===== src/rtl/alarm_unit_bcd_if.sv =====
// Bus between the time core / user controls and the daily alarm stage.
// The master drives time, pulses and levels; the slave returns alarm time and buzzer status.
interface alarm_unit_bcd_if;
  logic [23:0] time_bcd24;
  logic        sec_pulse;
  logic        alarm_en;
  logic        alarm_set;
  logic        inc_h_pulse;
  logic        inc_m_pulse;
  logic        snooze_pulse;
  logic        stop_pulse;
  logic [15:0] alarm_bcd16;
  logic        buzzer;
  logic        ringing;
  logic        snoozing;

  modport master (
    output time_bcd24, sec_pulse, alarm_en, alarm_set,
           inc_h_pulse, inc_m_pulse, snooze_pulse, stop_pulse,
    input  alarm_bcd16, buzzer, ringing, snoozing
  );

  modport slave (
    input  time_bcd24, sec_pulse, alarm_en, alarm_set,
           inc_h_pulse, inc_m_pulse, snooze_pulse, stop_pulse,
    output alarm_bcd16, buzzer, ringing, snoozing
  );
endinterface


===== src/rtl/alarm_unit_bcd.sv =====
// Daily alarm stage: compares 24h BCD time to a user-set HH:MM and drives a beeping buzzer
// with snooze, stop and auto-silence, all timed from the core's 1 Hz pulse.
module alarm_unit_bcd #(
  parameter int SNOOZE_MIN = 5,
  parameter int RING_SEC   = 60,
  parameter bit TONE_EN    = 1'b1
) (
  input logic              clk_ac,
  input logic              rst_n,
  alarm_unit_bcd_if.slave  bus
);

  typedef enum logic [1:0] {IDLE, RINGING, SNOOZE} state_t;

  localparam logic [9:0] SNZ_LOAD  = 10'(SNOOZE_MIN * 60);
  localparam logic [7:0] RING_LAST = 8'(RING_SEC - 1);

  function automatic logic [7:0] inc_hour(input logic [7:0] h);
    if (h == 8'h23)       return 8'h00;
    if (h[3:0] == 4'h9)   return {h[7:4] + 4'h1, 4'h0};
    return {h[7:4], h[3:0] + 4'h1};
  endfunction

  // Minutes wrap 59 -> 00 without carrying into the hour.
  function automatic logic [7:0] inc_min(input logic [7:0] m);
    if (m == 8'h59)       return 8'h00;
    if (m[3:0] == 4'h9)   return {m[7:4] + 4'h1, 4'h0};
    return {m[7:4], m[3:0] + 4'h1};
  endfunction

  state_t     state, state_nxt;
  logic [7:0] alarm_h, alarm_h_nxt;
  logic [7:0] alarm_m, alarm_m_nxt;
  logic [7:0] ring_cnt, ring_nxt;
  logic [9:0] snz_cnt, snz_nxt;
  logic       beep_on, beep_nxt;
  logic       tone, tone_nxt;
  logic       buzzer_nxt;
  logic       buzzer_q, ringing_q, snoozing_q;
  logic       trig, cancel;

  assign trig   = bus.sec_pulse
                & (bus.time_bcd24[23:8] == {alarm_h, alarm_m})
                & (bus.time_bcd24[7:0] == 8'h00);
  assign cancel = bus.alarm_set | ~bus.alarm_en;

  always_comb begin
    // NOTE: every value written here gets a default first, so no latch is inferred.
    alarm_h_nxt = alarm_h;
    alarm_m_nxt = alarm_m;
    state_nxt   = state;
    ring_nxt    = ring_cnt;
    snz_nxt     = snz_cnt;
    beep_nxt    = beep_on;

    if (bus.alarm_set) begin
      if (bus.inc_h_pulse) alarm_h_nxt = inc_hour(alarm_h);
      if (bus.inc_m_pulse) alarm_m_nxt = inc_min(alarm_m);
    end

    if (cancel) begin
      state_nxt = IDLE;
      beep_nxt  = 1'b0;
    end else begin
      unique case (state)
        IDLE: begin
          if (trig) begin
            state_nxt = RINGING;
            ring_nxt  = 8'd0;
            beep_nxt  = 1'b1;
          end
        end
        RINGING: begin
          if (bus.stop_pulse) begin
            state_nxt = IDLE;
            beep_nxt  = 1'b0;
          end else if (bus.snooze_pulse) begin
            state_nxt = SNOOZE;
            snz_nxt   = SNZ_LOAD;
            beep_nxt  = 1'b0;
          end else if (bus.sec_pulse) begin
            if (ring_cnt == RING_LAST) begin
              state_nxt = IDLE;
              beep_nxt  = 1'b0;
            end else begin
              ring_nxt = ring_cnt + 8'd1;
              beep_nxt = ~beep_on;
            end
          end
        end
        SNOOZE: begin
          if (bus.stop_pulse) begin
            state_nxt = IDLE;
          end else if (bus.sec_pulse) begin
            if (snz_cnt == 10'd1) begin
              state_nxt = RINGING;
              ring_nxt  = 8'd0;
              beep_nxt  = 1'b1;
            end else begin
              snz_nxt = snz_cnt - 10'd1;
            end
          end
        end
        default: begin
          state_nxt = IDLE;
          beep_nxt  = 1'b0;
        end
      endcase
    end

    // Tone starts high on entry so the first beep sounds at once, then toggles each cycle.
    if (state_nxt == RINGING) tone_nxt = (state == RINGING) ? ~tone : 1'b1;
    else                      tone_nxt = 1'b0;

    buzzer_nxt = beep_nxt & (TONE_EN ? tone_nxt : 1'b1);
  end

  always_ff @(posedge clk_ac) begin
    if (!rst_n) begin
      alarm_h    <= 8'h07;
      alarm_m    <= 8'h00;
      state      <= IDLE;
      ring_cnt   <= 8'd0;
      snz_cnt    <= 10'd0;
      beep_on    <= 1'b0;
      tone       <= 1'b0;
      buzzer_q   <= 1'b0;
      ringing_q  <= 1'b0;
      snoozing_q <= 1'b0;
    end else begin
      // NOTE: sequential state uses non-blocking assignments only; all next values come from the comb block.
      alarm_h    <= alarm_h_nxt;
      alarm_m    <= alarm_m_nxt;
      state      <= state_nxt;
      ring_cnt   <= ring_nxt;
      snz_cnt    <= snz_nxt;
      beep_on    <= beep_nxt;
      tone       <= tone_nxt;
      buzzer_q   <= buzzer_nxt;
      ringing_q  <= (state_nxt == RINGING);
      snoozing_q <= (state_nxt == SNOOZE);
    end
  end

  assign bus.alarm_bcd16 = {alarm_h, alarm_m};
  assign bus.buzzer      = buzzer_q;
  assign bus.ringing     = ringing_q;
  assign bus.snoozing    = snoozing_q;

endmodule


===== src/flat_wrapper.sv =====
// flat-port wrapper written by rule: the top's interface ports become plain ports
module alarm_unit_bcd_flat 
#(
  parameter int SNOOZE_MIN = 5,
  parameter int RING_SEC   = 60,
  parameter bit TONE_EN    = 1'b1
)
  (clk_ac, rst_n, bus_time_bcd24, bus_sec_pulse, bus_alarm_en, bus_alarm_set, bus_inc_h_pulse, bus_inc_m_pulse, bus_snooze_pulse, bus_stop_pulse, bus_alarm_bcd16, bus_buzzer, bus_ringing, bus_snoozing);
  alarm_unit_bcd_if bus_i ();
  input logic clk_ac;
  input logic rst_n;
  input wire logic [$bits(bus_i.time_bcd24)-1:0] bus_time_bcd24;
  input wire logic [$bits(bus_i.sec_pulse)-1:0] bus_sec_pulse;
  input wire logic [$bits(bus_i.alarm_en)-1:0] bus_alarm_en;
  input wire logic [$bits(bus_i.alarm_set)-1:0] bus_alarm_set;
  input wire logic [$bits(bus_i.inc_h_pulse)-1:0] bus_inc_h_pulse;
  input wire logic [$bits(bus_i.inc_m_pulse)-1:0] bus_inc_m_pulse;
  input wire logic [$bits(bus_i.snooze_pulse)-1:0] bus_snooze_pulse;
  input wire logic [$bits(bus_i.stop_pulse)-1:0] bus_stop_pulse;
  output wire logic [$bits(bus_i.alarm_bcd16)-1:0] bus_alarm_bcd16;
  output wire logic [$bits(bus_i.buzzer)-1:0] bus_buzzer;
  output wire logic [$bits(bus_i.ringing)-1:0] bus_ringing;
  output wire logic [$bits(bus_i.snoozing)-1:0] bus_snoozing;
  assign bus_i.time_bcd24 = bus_time_bcd24;
  assign bus_i.sec_pulse = bus_sec_pulse;
  assign bus_i.alarm_en = bus_alarm_en;
  assign bus_i.alarm_set = bus_alarm_set;
  assign bus_i.inc_h_pulse = bus_inc_h_pulse;
  assign bus_i.inc_m_pulse = bus_inc_m_pulse;
  assign bus_i.snooze_pulse = bus_snooze_pulse;
  assign bus_i.stop_pulse = bus_stop_pulse;
  assign bus_alarm_bcd16 = bus_i.alarm_bcd16;
  assign bus_buzzer = bus_i.buzzer;
  assign bus_ringing = bus_i.ringing;
  assign bus_snoozing = bus_i.snoozing;
  alarm_unit_bcd #(.SNOOZE_MIN(SNOOZE_MIN), .RING_SEC(RING_SEC), .TONE_EN(TONE_EN)) u_core (.clk_ac(clk_ac), .rst_n(rst_n), .bus(bus_i));
endmodule

===== config.mk =====
export PLATFORM = sky130hd
export DESIGN_NAME = alarm_unit_bcd_flat
export DESIGN_NICKNAME = d
export VERILOG_FILES = /design/src/rtl/alarm_unit_bcd_if.sv /design/src/rtl/alarm_unit_bcd.sv /design/src/flat_wrapper.sv
export SDC_FILE = /design/constraint.sdc
export NUM_CORES = 1
export LEC_CHECK = 0
export CORE_MARGIN = 8
export CORE_UTILIZATION = 51
export CTS_CLUSTER_SIZE = 10
export DETAILED_ROUTE_END_ITERATION = 10
export PLACE_DENSITY = 0.8
export SLEW_MARGIN = 30
export SYNTH_ARGS = -nofsm -noshare
export SYNTH_HDL_FRONTEND = slang
export SYNTH_SLANG_ARGS = --single-unit

===== constraint.sdc =====
create_clock -name clk_ac -period 2.1 [get_ports clk_ac]
set_input_delay 0.21 -clock clk_ac [delete_from_list [all_inputs] [get_ports clk_ac]]
set_output_delay 0.21 -clock clk_ac [all_outputs]
set_load 0.01 [all_outputs]

Word-level counts from Yosys, hierarchy flattened
Index checks and enable logic that the tools add are counted.
{"block": "totals", "output_inout_bits": 19, "inputBits": 33, "ff_bits": 41, "elab_cells": 118}
{"block": "op_classes", "reduce_logical": 12, "bitwise_logic": 8, "n_addsub": 6, "eq_ne": 21, "mux": 59}
{"op": "$mux 8", "count": 16}
{"op": "$mux 10", "count": 5}
{"op": "$mux 1", "count": 25}
{"op": "$pmux 8 s3", "count": 1}
{"op": "$pmux 10 s2", "count": 1}
{"op": "$mux 2", "count": 9}
{"op": "$add 4x1->4 const B", "count": 4}
{"op": "$eq 16x16->1", "count": 1}
{"op": "$eq 8x6->1 const B", "count": 2}
{"op": "$ne 2x2->1 const B", "count": 8}
{"op": "$eq 10x1->1 const B", "count": 1}
{"op": "$reduce_and 10->1", "count": 1}
{"op": "$sub 10x1->10 const B", "count": 1}
{"op": "$add 8x1->8 const B", "count": 1}
{"op": "$eq 4x4->1 const B", "count": 2}
{"op": "$eq 8x7->1 const B", "count": 1}
{"op": "$logic_not 8->1", "count": 1}
{"op": "$reduce_and 7->1", "count": 1}
{"op": "$pmux 2 s3", "count": 1}
{"op": "$reduce_and 3->1", "count": 2}
{"op": "$reduce_bool 2->1", "count": 3}
{"op": "$eq 2x1->1 const B", "count": 2}
{"op": "$eq 2x2->1 const B", "count": 2}
{"op": "$ne 2x1->1 const B", "count": 2}
{"op": "7 further kinds", "count": 13}

Longest topological paths before layout
Gate-level depths: netlist (run 1).
{"block": "logic_depth", "depth_word": 10, "mapped_depth": 7, "mapped_depth_nobuf": 7}

Worst setup path after synthesis (run 1)
Ideal clock, no wire load.
{"block": "synth_path", "path_type": "reg-to-reg", "start": "register u_core.snz_cnt[1]", "end": "register u_core.snz_cnt[4]", "setup_time_ns": 0.070, "path_buffers": 0, "arrival_time_ns": 1.667, "stages_incl_launch_ff": 8, "required_ns": 2.030, "slack_ns": 0.363, "synth_period_minus_slack_ns": 1.737, "cell_sequence": "dfxtp_1 inv_1 ha_1 nor3b_1 a31oi_2 o211ai_2 or4_1 a21oi_1"}
{"block": "synth_between", "elab_chain_cells": 5, "elab_cells_between_ends": 8, "classes_between": "add/sub: 1; eq/ne: 2; mux: 4; reduce/logical: 1"}
{"element": "start, declared", "line": "alarm_unit_bcd.sv:35", "text": "logic [9:0] snz_cnt, snz_nxt;"}
{"element": "start signal, assigned", "line": "alarm_unit_bcd.sv:136", "text": "snz_cnt <= snz_nxt;"}
{"element": "$sub 10x1->10", "line": "alarm_unit_bcd.sv:100", "text": "snz_nxt = snz_cnt - 10'd1;"}
{"element": "$mux 10", "line": "alarm_unit_bcd.sv:95", "text": "if (snz_cnt == 10'd1) begin"}
{"element": "$mux 10", "line": "alarm_unit_bcd.sv:94", "text": "end else if (bus.sec_pulse) begin"}
{"element": "$mux 10", "line": "alarm_unit_bcd.sv:92", "text": "if (bus.stop_pulse) begin"}
{"element": "$pmux 10 s2", "line": "alarm_unit_bcd.sv:65", "text": "unique case (state)"}
Parallel ways exist; a longest one is shown, timed or not. The select of a mux whose other input is x is not followed.
A chain may end at the register's enable or synchronous reset.

Worst setup path in the final report (run 1)
{"block": "layout_path", "start": "register u_core.state[1]", "end": "register u_core.ring_cnt[4]"}
{"block": "layout_between", "elab_chain_cells": 3, "elab_cells_between_ends": 14, "classes_between": "eq/ne: 10; mux: 1; reduce/logical: 3"}
{"element": "start, declared", "line": "alarm_unit_bcd.sv:31", "text": "state_t state, state_nxt;"}
{"element": "start signal, assigned", "line": "alarm_unit_bcd.sv:134", "text": "state <= state_nxt;"}
{"element": "$eq 2x1->1, or another cell as far along", "line": "alarm_unit_bcd.sv:65"}
{"element": "$ne 2x2->1 (no source line), or another cell as far along"}
{"element": "$reduce_and 10->1 (no source line)"}
{"element": "end signal, assigned", "line": "alarm_unit_bcd.sv:135", "text": "ring_cnt <= ring_nxt;"}
{"element": "end, declared", "line": "alarm_unit_bcd.sv:34", "text": "logic [7:0] ring_cnt, ring_nxt;"}
Parallel ways exist; a longest one is shown, timed or not.

==> flow_metrics.py, run 1 <==
metrics = {
    "run_status": {
        "status": "completed",
    },
    "clocking": {
        "cts_setup_buffers": 0,
        "clock-root-buffer": "clkbuf_8",
        "cts_sinks": 41,
        "htree_levels": 2,
        "cts_tree": "built",
        "cts_buffers": 5,
        "clock_latency_ns": 0.30,
        "cts.reportedPaths.clkPinSlew_ns": 0.08,
        "cts_hold_buf": 0,
        "clockBufferDepth": 2,
        "cts_resized": 0,
    },
    "die": {
        "die_w_um": 86.00,
        "start_util_pct": 52.90,
        "ios": 52,
        "coreArea_mm2": 0.004723,
        "rows": 25,
        "dieHeight_um": 86.00,
        "die-area_mm2": 0.007395,
    },
    "final_layout": {
        "layout.nets": 413,
        "finalNonFillerCells": 435,
        "multi_input_area_mm2": 0.001589,
        "final_cell_mix": "51 x clkdlybuf4s50_1, 41 x dfxtp_1, 30 x nor2_1",
        "mostFrequentLayoutCell": "clkdlybuf4s50_1",
        "regArea_um2": 820.8,
        "antenna_cells": 0,
        "drive_above_1_share_pct": 12.23,
        "finish.utilization_pct": 70.09,
        "fill_cells": 391,
        "synthToLayoutAreaGrowth_pct": 32.50,
    },
    "detailed_routing": {
        "wl_um": 6373,
        "num_vias": 2394,
        "firstDrtPassIters": 4,
        "drtIter0Drc": 69,
        "drcViolationCount": 0,
        "detail-route-antenna-nets": 0,
        "wire_per_inst_um": 14.65,
        "via_per_inst": 5.503,
    },
    "sta": {
        "rsz0062_at_grt": "false",
        "setup_ws_ns": 0.1417,
        "tightest_slew_ns": 0.4683,
        "max_freq_ghz": 0.5106,
        "hold_violations": 0,
        "relSlewSlack_pct": 68.78,
        "finalSetupViolCount": 0,
        "slew_viol_final": 0,
        "setup-tns-final_ns": 0,
        "finalCritPeriodShare_pct": 93.25,
        "skew_ns": 0.008024,
        "fin_crit_ns": 1.958,
    },
    "place": {
        "dp_cells": 429,
        "gp_congestion": 0.8721,
        "io_buffers": 51,
        "place_hpwl_um": 4973,
        "post-place-ws_ns": -0.05581,
    },
    "pwr": {
        "ir_drop_mv": 0.3953,
        "total_power_uw": 1491,
        "p_leak_uw": 0.001196,
        "power.density_mw_per_mm2": 450.4,
    },
    "global_route": {
        "grt_pass1_vias": 2372,
        "gr-total-overflow": 0,
        "grt_first_pass_wirelength_um": 10920,
        "antenna_found_initial": 0,
        "gr-usage-all-layers_pct": 18.10,
        "grt_max_degree": 14,
    },
    "synth": {
        "synth_flop_cell": "dfxtp_1",
        "synth.avg_cell_area_um2": 8.499,
        "ys_top_cells_by_area": "dfxtp_1 33%, xnor2_1 6.3%, ha_1 5.5%, nor2_1 4.5%, xor2_1 4.2%",
        "synth_top_cell_by_area": "dfxtp_1",
        "yosys_warnings": 0,
        "synth-edff-count": 0,
        "ys_ff_latch": 41,
        "yosysUniqueCellTypes": 61,
        "synth_nets": 338,
        "synth_top_area_share_pct": 32.85,
        "async_flop_share_pct": 0,
        "synth_seq_area_share_pct": 32.85,
        "netlist_instances": 294,
        "syn_area_mm2": 0.002499,
    },
    "worst_hold_path": {
        "hp-class": "flop to flop",
    },
    "critical_path": {
        "cp_max_fo": 11,
        "worstSetupPathType": "flop to flop",
        "worst_setup_path_end_kind": "flop",
        "required_ns": 2.28,
        "arrival_ns": 2.14,
        "worst_setup_path_start_kind": "flop",
    },
    "job": {
        "max_cap_viol_count": 0,
    },
}
==> cells by family after synthesis <==
kind of cell / synth area share [%]
muxes: 2.053
adders and majority gates: 5.508
DFF: 32.85
buffers and inverters: 3.555
AOI/OAI and AO/OA: 19.08
xor gates and xnor gates: 10.52
and+or+nand+nor: 26.44
==> power by group <==
| part | internal [uW] | leakage, uW | switching, uW |
|---|---|---|---|
| logic | 120 | 0.000825 | 82.0 |
| clock network | 219 | 0.0000399 | 266 |
| registers | 787 | 0.000331 | 18.5 |
| total | 1130 | 0.00120 | 366 |
==> critical path: stages (launching register included) <==
cell,delay (ns)
dfxtp_1,0.58
xor2_1,0.16
a221o_2,0.36
nor4b_2,0.32
a21o_1,0.31
a31oi_1,0.12
==> registers in the layout, summed over array words and instances (netlist names) <==
register	count
u_core.alarm_h	8
u_core.snz_cnt	10
u_core.beep_on	1
u_core.alarm_m	8
u_core.bus.ringing	1
u_core.bus.buzzer	1
u_core.tone	1
u_core.bus.snoozing	1
u_core.state	2
u_core.ring_cnt	8
==> layer usage <==
metal / up-vias / GRT usage (%) / routed length, um
met5: - / 0 / 0
met1: 1120 / 20.66 / 2830
met3: 7 / 7.068 / 508
li1: 1206 / - / -
met4: 0 / 5.255 / 78
met2: 61 / 30.30 / 2956
==> metrics by stage <==
stage	hold WS, ns	cell area [um2]
after floorplan	0.3483	2499
after global placement	0.4766	3237
after detailed placement	0.4790	3237
after CTS	0.4937	3311
after global routing	0.5239	3311
final	0.4961	3311
==> layout make-up <==
class | count | area share, %
Multi-Input combinational cell | 232 | 48.00
Tap cell | 67 | 2.532
Clock buffer | 5 | 2.079
Timing Repair Buffer | 75 | 20.86
Inverter | 14 | 1.587
Sequential cell | 41 | 24.79
Clock inverter | 1 | 0.1512
==> path summary, 6_finish.rpt <==
check | cells past startpoint | end | from | slack [ns]
hold reg to reg | 2 | u_core.beep_on$_SDFF_PN0_ | u_core.beep_on$_SDFF_PN0_ | 0.50
hold / removal | 2 | u_core.beep_on$_SDFF_PN0_ | u_core.beep_on$_SDFF_PN0_ | 0.50
setup reg to reg | 5 | u_core.ring_cnt[4]$_SDFFE_PN0P_ | u_core.state[1]$_SDFF_PN0_ | 0.14
setup / recovery | 5 | u_core.ring_cnt[4]$_SDFFE_PN0P_ | u_core.state[1]$_SDFF_PN0_ | 0.14
==> Yosys cell counts, types with 5 or more instances <==
cell type	instances
ha_1	11
a21oi_1	20
a31oi_1	5
nand3_1	7
dfxtp_1	41
nor3_1	10
xnor2_1	18
nand4_1	7
nor2_1	30
nand2_1	25
or3_1	5
inv_1	14
o21ai_0	10
o211ai_1	5
xor2_1	12
Note: power is estimated with default switching activity, not from simulation.
==> inputs of run 2 (changes only) <==
--- a/config.mk
+++ b/config.mk
@@ -7,6 +7,7 @@
 export LEC_CHECK = 0
 export CORE_MARGIN = 8
 export CORE_UTILIZATION = 51
+export CTS_CLUSTER_DIAMETER = 30
 export CTS_CLUSTER_SIZE = 10
 export DETAILED_ROUTE_END_ITERATION = 10
 export PLACE_DENSITY = 0.8
==> results of run 2 <==
Final layout, timing and power as in run 1 (identical DEF).
